<file path="src/rtl/spi_reg_bank.sv">
// SPI mode-0 peripheral feeding a bank of NUM_REGS write-only registers over clk-domain sampling.
// Optional macro SPI_READBACK_EN: read frames shift the addressed register out on cipo.
module spi_reg_bank #(
    parameter int NUM_REGS = 5,
    parameter int DATA_W   = 8,
    parameter int ADDR_W   = 7
) (
    input  logic                       clk,
    input  logic                       rst_n,
    input  logic                       sclk,
    input  logic                       copi,
    input  logic                       ncs,
    output logic                       cipo,
    output logic                       cipo_oe,
    output logic [NUM_REGS*DATA_W-1:0] regs_flat,
    output logic                       wr_strobe,
    output logic [ADDR_W-1:0]          wr_addr
);
    localparam int FRAME_W = 1 + ADDR_W + DATA_W;
    localparam int CMD_W   = 1 + ADDR_W;
    localparam int CNT_W   = $clog2(FRAME_W + 2);
    localparam logic [CNT_W-1:0] CNT_CMD  = CNT_W'(CMD_W);
    localparam logic [CNT_W-1:0] CNT_FULL = CNT_W'(FRAME_W);
    localparam logic [CNT_W-1:0] CNT_SAT  = CNT_W'(FRAME_W + 1);
    localparam logic [ADDR_W:0]  ADDR_LIM = (ADDR_W + 1)'(NUM_REGS);

    typedef enum logic [1:0] {
        ST_IDLE = 2'd0,
        ST_CMD  = 2'd1,
        ST_DATA = 2'd2,
        ST_DONE = 2'd3
    } state_e;

    state_e              state_q, state_d;
    logic [2:0]          sclk_sync_q;
    logic [1:0]          copi_sync_q;
    logic [2:0]          ncs_sync_q;
    logic [FRAME_W-1:0]  shift_q;
    logic [CNT_W-1:0]    bit_cnt_q;
    logic [DATA_W-1:0]   regs_q [NUM_REGS];
    logic [DATA_W-1:0]   regs_d [NUM_REGS];
    logic                wr_strobe_q, wr_strobe_d;
    logic [ADDR_W-1:0]   wr_addr_q, wr_addr_d;
    logic                cipo_q, cipo_d;
    logic                cipo_oe_q, cipo_oe_d;

    logic                sclk_rise_s;
    logic                copi_s;
    logic                ncs_s;
    logic                ncs_rise_s;
    logic                ncs_fall_s;
    logic                frame_rw_s;
    logic [ADDR_W-1:0]   frame_addr_s;
    logic [DATA_W-1:0]   frame_data_s;
    logic                commit_s;

    // Two-flop synchronisers, with a third history flop on sclk/ncs for edge detection
    always_ff @(posedge clk or negedge rst_n) begin
        if (!rst_n) begin
            sclk_sync_q <= 3'b000;
            copi_sync_q <= 2'b00;
            ncs_sync_q  <= 3'b111;
        end else begin
            sclk_sync_q <= {sclk_sync_q[1:0], sclk};
            copi_sync_q <= {copi_sync_q[0], copi};
            ncs_sync_q  <= {ncs_sync_q[1:0], ncs};
        end
    end

    assign sclk_rise_s = sclk_sync_q[1] & ~sclk_sync_q[2];
    assign copi_s      = copi_sync_q[1];
    assign ncs_s       = ncs_sync_q[1];
    assign ncs_rise_s  = ncs_sync_q[1] & ~ncs_sync_q[2];
    assign ncs_fall_s  = ~ncs_sync_q[1] & ncs_sync_q[2];

    // Frame shifter and saturating bit counter; a new selection restarts both
    always_ff @(posedge clk or negedge rst_n) begin
        if (!rst_n) begin
            shift_q   <= {FRAME_W{1'b0}};
            bit_cnt_q <= {CNT_W{1'b0}};
        end else if (ncs_fall_s) begin
            shift_q   <= {FRAME_W{1'b0}};
            bit_cnt_q <= {CNT_W{1'b0}};
        end else if (sclk_rise_s && !ncs_s) begin
            shift_q <= {shift_q[FRAME_W-2:0], copi_s};
            if (bit_cnt_q != CNT_SAT) begin
                bit_cnt_q <= bit_cnt_q + CNT_W'(1);
            end
        end
    end

    // First bit received lands in the MSB: R/W, then address, then data
    assign frame_rw_s   = shift_q[FRAME_W-1];
    assign frame_addr_s = shift_q[DATA_W +: ADDR_W];
    assign frame_data_s = shift_q[DATA_W-1:0];
    assign commit_s     = ncs_rise_s && (bit_cnt_q == CNT_FULL) && frame_rw_s
                          && ({1'b0, frame_addr_s} < ADDR_LIM);

    // State register
    always_ff @(posedge clk or negedge rst_n) begin
        if (!rst_n) begin
            state_q <= ST_IDLE;
        end else begin
            state_q <= state_d;
        end
    end

    // Next-state logic; deselection returns to IDLE from any state
    always_comb begin
        state_d = state_q;
        if (ncs_rise_s) begin
            state_d = ST_IDLE;
        end else begin
            case (state_q)
                ST_IDLE: state_d = ncs_fall_s ? ST_CMD : ST_IDLE;
                ST_CMD:  state_d = (bit_cnt_q == CNT_CMD) ? ST_DATA : ST_CMD;
                ST_DATA: state_d = (bit_cnt_q == CNT_FULL) ? ST_DONE : ST_DATA;
                ST_DONE: state_d = ST_DONE;
                default: state_d = ST_IDLE;
            endcase
        end
    end

`ifdef SPI_READBACK_EN
    logic [DATA_W-1:0] out_shift_q, out_shift_d;
    logic [DATA_W-1:0] rd_data_s;
    logic              sclk_fall_s;
    logic              cmd_rw_s;
    logic [ADDR_W-1:0] cmd_addr_s;

    assign sclk_fall_s = ~sclk_sync_q[1] & sclk_sync_q[2];
    // After the command bits the R/W flag sits just above the address
    assign cmd_rw_s    = shift_q[ADDR_W];
    assign cmd_addr_s  = shift_q[ADDR_W-1:0];
`endif

    // Output logic: register file update, write strobe and serial readback
    always_comb begin
        wr_strobe_d = commit_s;
        wr_addr_d   = commit_s ? frame_addr_s : wr_addr_q;
        for (int i = 0; i < NUM_REGS; i++) begin
            if (commit_s && (frame_addr_s == ADDR_W'(i))) begin
                regs_d[i] = frame_data_s;
            end else begin
                regs_d[i] = regs_q[i];
            end
        end
`ifdef SPI_READBACK_EN
        rd_data_s = {DATA_W{1'b0}};
        for (int i = 0; i < NUM_REGS; i++) begin
            rd_data_s = (cmd_addr_s == ADDR_W'(i)) ? regs_q[i] : rd_data_s;
        end
        cipo_oe_d = ~ncs_s;
        if ((state_q == ST_CMD) && (state_d == ST_DATA)) begin
            out_shift_d = cmd_rw_s ? {DATA_W{1'b0}} : rd_data_s;
            cipo_d      = 1'b0;
        end else if ((state_d == ST_DATA) && sclk_fall_s) begin
            out_shift_d = out_shift_q << 1;
            cipo_d      = out_shift_q[DATA_W-1];
        end else if (state_d == ST_DATA) begin
            out_shift_d = out_shift_q;
            cipo_d      = cipo_q;
        end else begin
            out_shift_d = out_shift_q;
            cipo_d      = 1'b0;
        end
`else
        cipo_oe_d = 1'b0;
        cipo_d    = 1'b0;
`endif
    end

    // Register file and registered outputs
    always_ff @(posedge clk or negedge rst_n) begin
        if (!rst_n) begin
            for (int i = 0; i < NUM_REGS; i++) begin
                regs_q[i] <= {DATA_W{1'b0}};
            end
            wr_strobe_q <= 1'b0;
            wr_addr_q   <= {ADDR_W{1'b0}};
            cipo_q      <= 1'b0;
            cipo_oe_q   <= 1'b0;
`ifdef SPI_READBACK_EN
            out_shift_q <= {DATA_W{1'b0}};
`endif
        end else begin
            for (int i = 0; i < NUM_REGS; i++) begin
                regs_q[i] <= regs_d[i];
            end
            wr_strobe_q <= wr_strobe_d;
            wr_addr_q   <= wr_addr_d;
            cipo_q      <= cipo_d;
            cipo_oe_q   <= cipo_oe_d;
`ifdef SPI_READBACK_EN
            out_shift_q <= out_shift_d;
`endif
        end
    end

    for (genvar g = 0; g < NUM_REGS; g++) begin : g_flat
        assign regs_flat[g*DATA_W +: DATA_W] = regs_q[g];
    end

    assign wr_strobe = wr_strobe_q;
    assign wr_addr   = wr_addr_q;
    assign cipo      = cipo_q;
    assign cipo_oe   = cipo_oe_q;

endmodule

</file>
<file path="config.mk">
export PLATFORM = sky130hd
export DESIGN_NAME = spi_reg_bank
export DESIGN_NICKNAME = d
export VERILOG_FILES = /design/src/rtl/spi_reg_bank.sv
export SDC_FILE = /design/constraint.sdc
export NUM_CORES = 1
export LEC_CHECK = 0
export CAP_MARGIN = 20
export CORE_UTILIZATION = 49
export DETAILED_ROUTE_END_ITERATION = 16
export PLACE_DENSITY = 0.85
export SLEW_MARGIN = 20
export SYNTH_ARGS = -nofsm -noshare
export SYNTH_HDL_FRONTEND = slang
export SYNTH_SLANG_ARGS = --single-unit
</file>
<file path="constraint.sdc">
create_clock -name clk -period 2.7 [get_ports clk]
set_clock_uncertainty 0.15 [all_clocks]
set_input_delay 0.27 -clock clk [delete_from_list [all_inputs] [get_ports clk]]
set_output_delay 0.27 -clock clk [all_outputs]
set_load 0.01 [all_outputs]
</file>
==> results.ini <==
[outcome]
status = finished clean

[route]
routed_wl_um = 5540
ant_nets = 0
first_iter_violations = 145
drc = 0
routed_via_density = 5.14
wl_per_cell_um = 15.5
vias = 1839
firstDrtPassIters = 4

[placement]
dp.cells = 341
hpwl_um = 3770
numPortBuffers = 52
place_area_um2 = 3610
gp_congestion = 0.769

[cells_and_area]
insertedDiodeCount = 0
final_cell_mix = dfrtp_1 (74), clkdlybuf4s50_1 (51), mux2_2 (34)
drive_gt1_frac = 0.254
fin_cells = 358
n_fill_cell = 432
finalNetCount = 286
fin_area_um2 = 3850
syn2layout_area_growth_pct = 25.9
seqCellArea_um2 = 1930
layout_commonest_cell = dfrtp_1
multiInputGateArea_um2 = 1040

[synth]
muxShareOfSynthArea = 0.168
synthesis.area_um2 = 3060
synth-main-ff-cell = dfrtp_1
async_reset_ff_frac = 1.00
yosysWarnings = 0
synth_seq_cells = 77
synthSimpleGateAreaFrac = 0.115
synth.avg_cell_area_um2 = 13.8
syn-instance-count = 222
ys_seq_area_frac = 0.632
synth_top_family_by_area = multiplexers
synth_edf_count = 0
yosysUniqueCellTypes = 33
synth_fa_ha_area_frac = 0.0123
yosys.area_share.xor_xnor = 0.00860
synth_compound_area_frac = 0.0344

[clock_network]
cts_tree = built
clk_latency_ns = 0.35
clockBufferDepth = 2
clk_pin_slew_worst_paths_ns = 0.08
cts_sinks = 77
clock-root-buffer = clkbuf_8
post_cts_resized = 0
cts_max_level = 3
cts_buffers = 9

[floorplan]
boundaryPins = 55
fp-row-count = 28
coreArea_um2 = 5960
dieArea_um2 = 6560
die_w_um = 81.0
start_util = 0.513
die_h_um = 81.0

[setup_path]
crit_fanout = 8
crit_buf_inv = 0
cp.required_ns = 2.79
worstSetupEndpointType = register
cp_top_family = simple AND/OR/NAND/NOR gates
cp_slowest_stage_delay_ns = 0.57
cp_slowest_cell = dfstp_2
start_kind = register
crit_chain = nor3b_1, and4_1, and4_4, mux2_4
criticalPathCategory = register to register
arrival_ns = 2.25

[sta]
rsz0062_at_grt = false
fmax_ghz = 0.462
fin_setup_tns_ns = 0
hold_violations = 0
setup_viol = 0
fin_crit_ns = 2.16
maxSlewHeadroom = 0.377
min_period_over_period = 0.802
slew_violations = 0
worstMarginPinSlew_ns = 0.935

[pwr]
p_per_area_nw_per_um2 = 568
p_leak_nw = 1.78
irDropWorstVdd_mv = 0.346
total_power_w = 0.00218

[global_routing]
grt_pass1_vias = 1813
grt_pass1_wl_um = 9290
grt_max_degree = 78
grt_overflow_total = 0
antenna_found_initial = 0
grt_usage = 0.197

[worst_hold_path]
hold_class = primary input to register

[job]
drv_cap = 0

[area by class of cell]
class	instances	share of cell area
flip-flops and latches	77	0.502
repair buffers	55	0.141
multi-input cells	131	0.270
well taps	75	0.0244
clock inverters	6	0.0224
clock buffers	10	0.0358
inverters	4	0.00390
[Yosys cell counts (2+ instances only)]
cell type,n,area [µm²]
nand2_1,32,120
nand4b_4,2,47.6
nor2_1,6,22.5
nand3b_1,3,22.5
xor2_1,2,17.5
dfstp_2,3,78.8
dfrtp_1,74,1850
inv_1,4,15.0
a21oi_1,17,85.1
buf_4,2,15.0
nand3_2,2,20.0
and2_1,5,31.3
mux2_4,8,120
clkbuf_1,5,18.8
mux2_2,34,383
nand4_1,2,12.5
o21ai_0,2,10.0
nor3b_2,2,25.0
ha_1,3,37.5
[what timing repair did]
item | in CTS | in global routing
setup buffers | 0 | 0
hold buffers | 1 | 0
hold endpoints to repair | 74 | 0
[cells by family (layout without fill, tap and decap cells)]
logic type	count (synthesis)	after routing
flops	77	77
simple gates	60	60
mux	43	43
compound gates	20	20
buf+inv	15	75
fa+ha+maj	3	3
xor+xnor	3	3
other cells	1	2
[per-layer routing]
metal  track usage  wire length (µm)  vias to the layer above
met5             0                 0                        -
li1              -                 -                      864
met4        0.0839               120                        0
met2         0.304              2750                       50
met3        0.0573               214                       12
met1         0.261              2450                      913
[sequential cells by signal (all words and copies together) (netlist names)]
register	flops
bit_cnt_q	5
copi_sync_q	2
ncs_sync_q	3
regs_flat	40
sclk_sync_q	3
shift_q	16
wr_addr	7
wr_strobe	1
[worst paths after layout]
| check | cells after the start | endpoint | start | slack (ns) |
|---|---|---|---|---|
| worst max-delay path | 4 | regs_flat[25] | ncs_sync_q[1] | 0.54 |
| worst min-delay path | 1 | ncs_sync_q[0] | ncs | 0.17 |
| worst max register to register | 4 | regs_flat[25] | ncs_sync_q[1] | 0.54 |
| worst min register to register | 0 | ncs_sync_q[1] | ncs_sync_q[0] | 0.21 |
| max in group asynchronous | 2 | regs_flat[30] | rst_n | 1.34 |
| min in group asynchronous | 2 | wr_addr[6] | rst_n | 0.44 |
[where the power goes]
group / internal, W / total [W] / switching (W)
logic: 0.0000185 / 0.0000620 / 0.0000436
registers: 0.00117 / 0.00118 / 0.0000135
clock network: 0.000543 / 0.000943 / 0.000400
total: 0.00173 / 0.00218 / 0.000457
[per-stage QoR]
| step | hold WS (ns) | worst slack, ns | util |
|---|---|---|---|
| floorplan | -0.176 | 0.745 | - |
| global placement | 0.183 | 0.595 | 0.607 |
| global route | 0.171 | 0.443 | 0.646 |
| detailed placement | 0.199 | 0.540 | 0.607 |
| finish | 0.172 | 0.535 | 0.646 |
| CTS | 0.161 | 0.530 | 0.646 |
No activity file was read; power rests on OpenSTA's default activity.
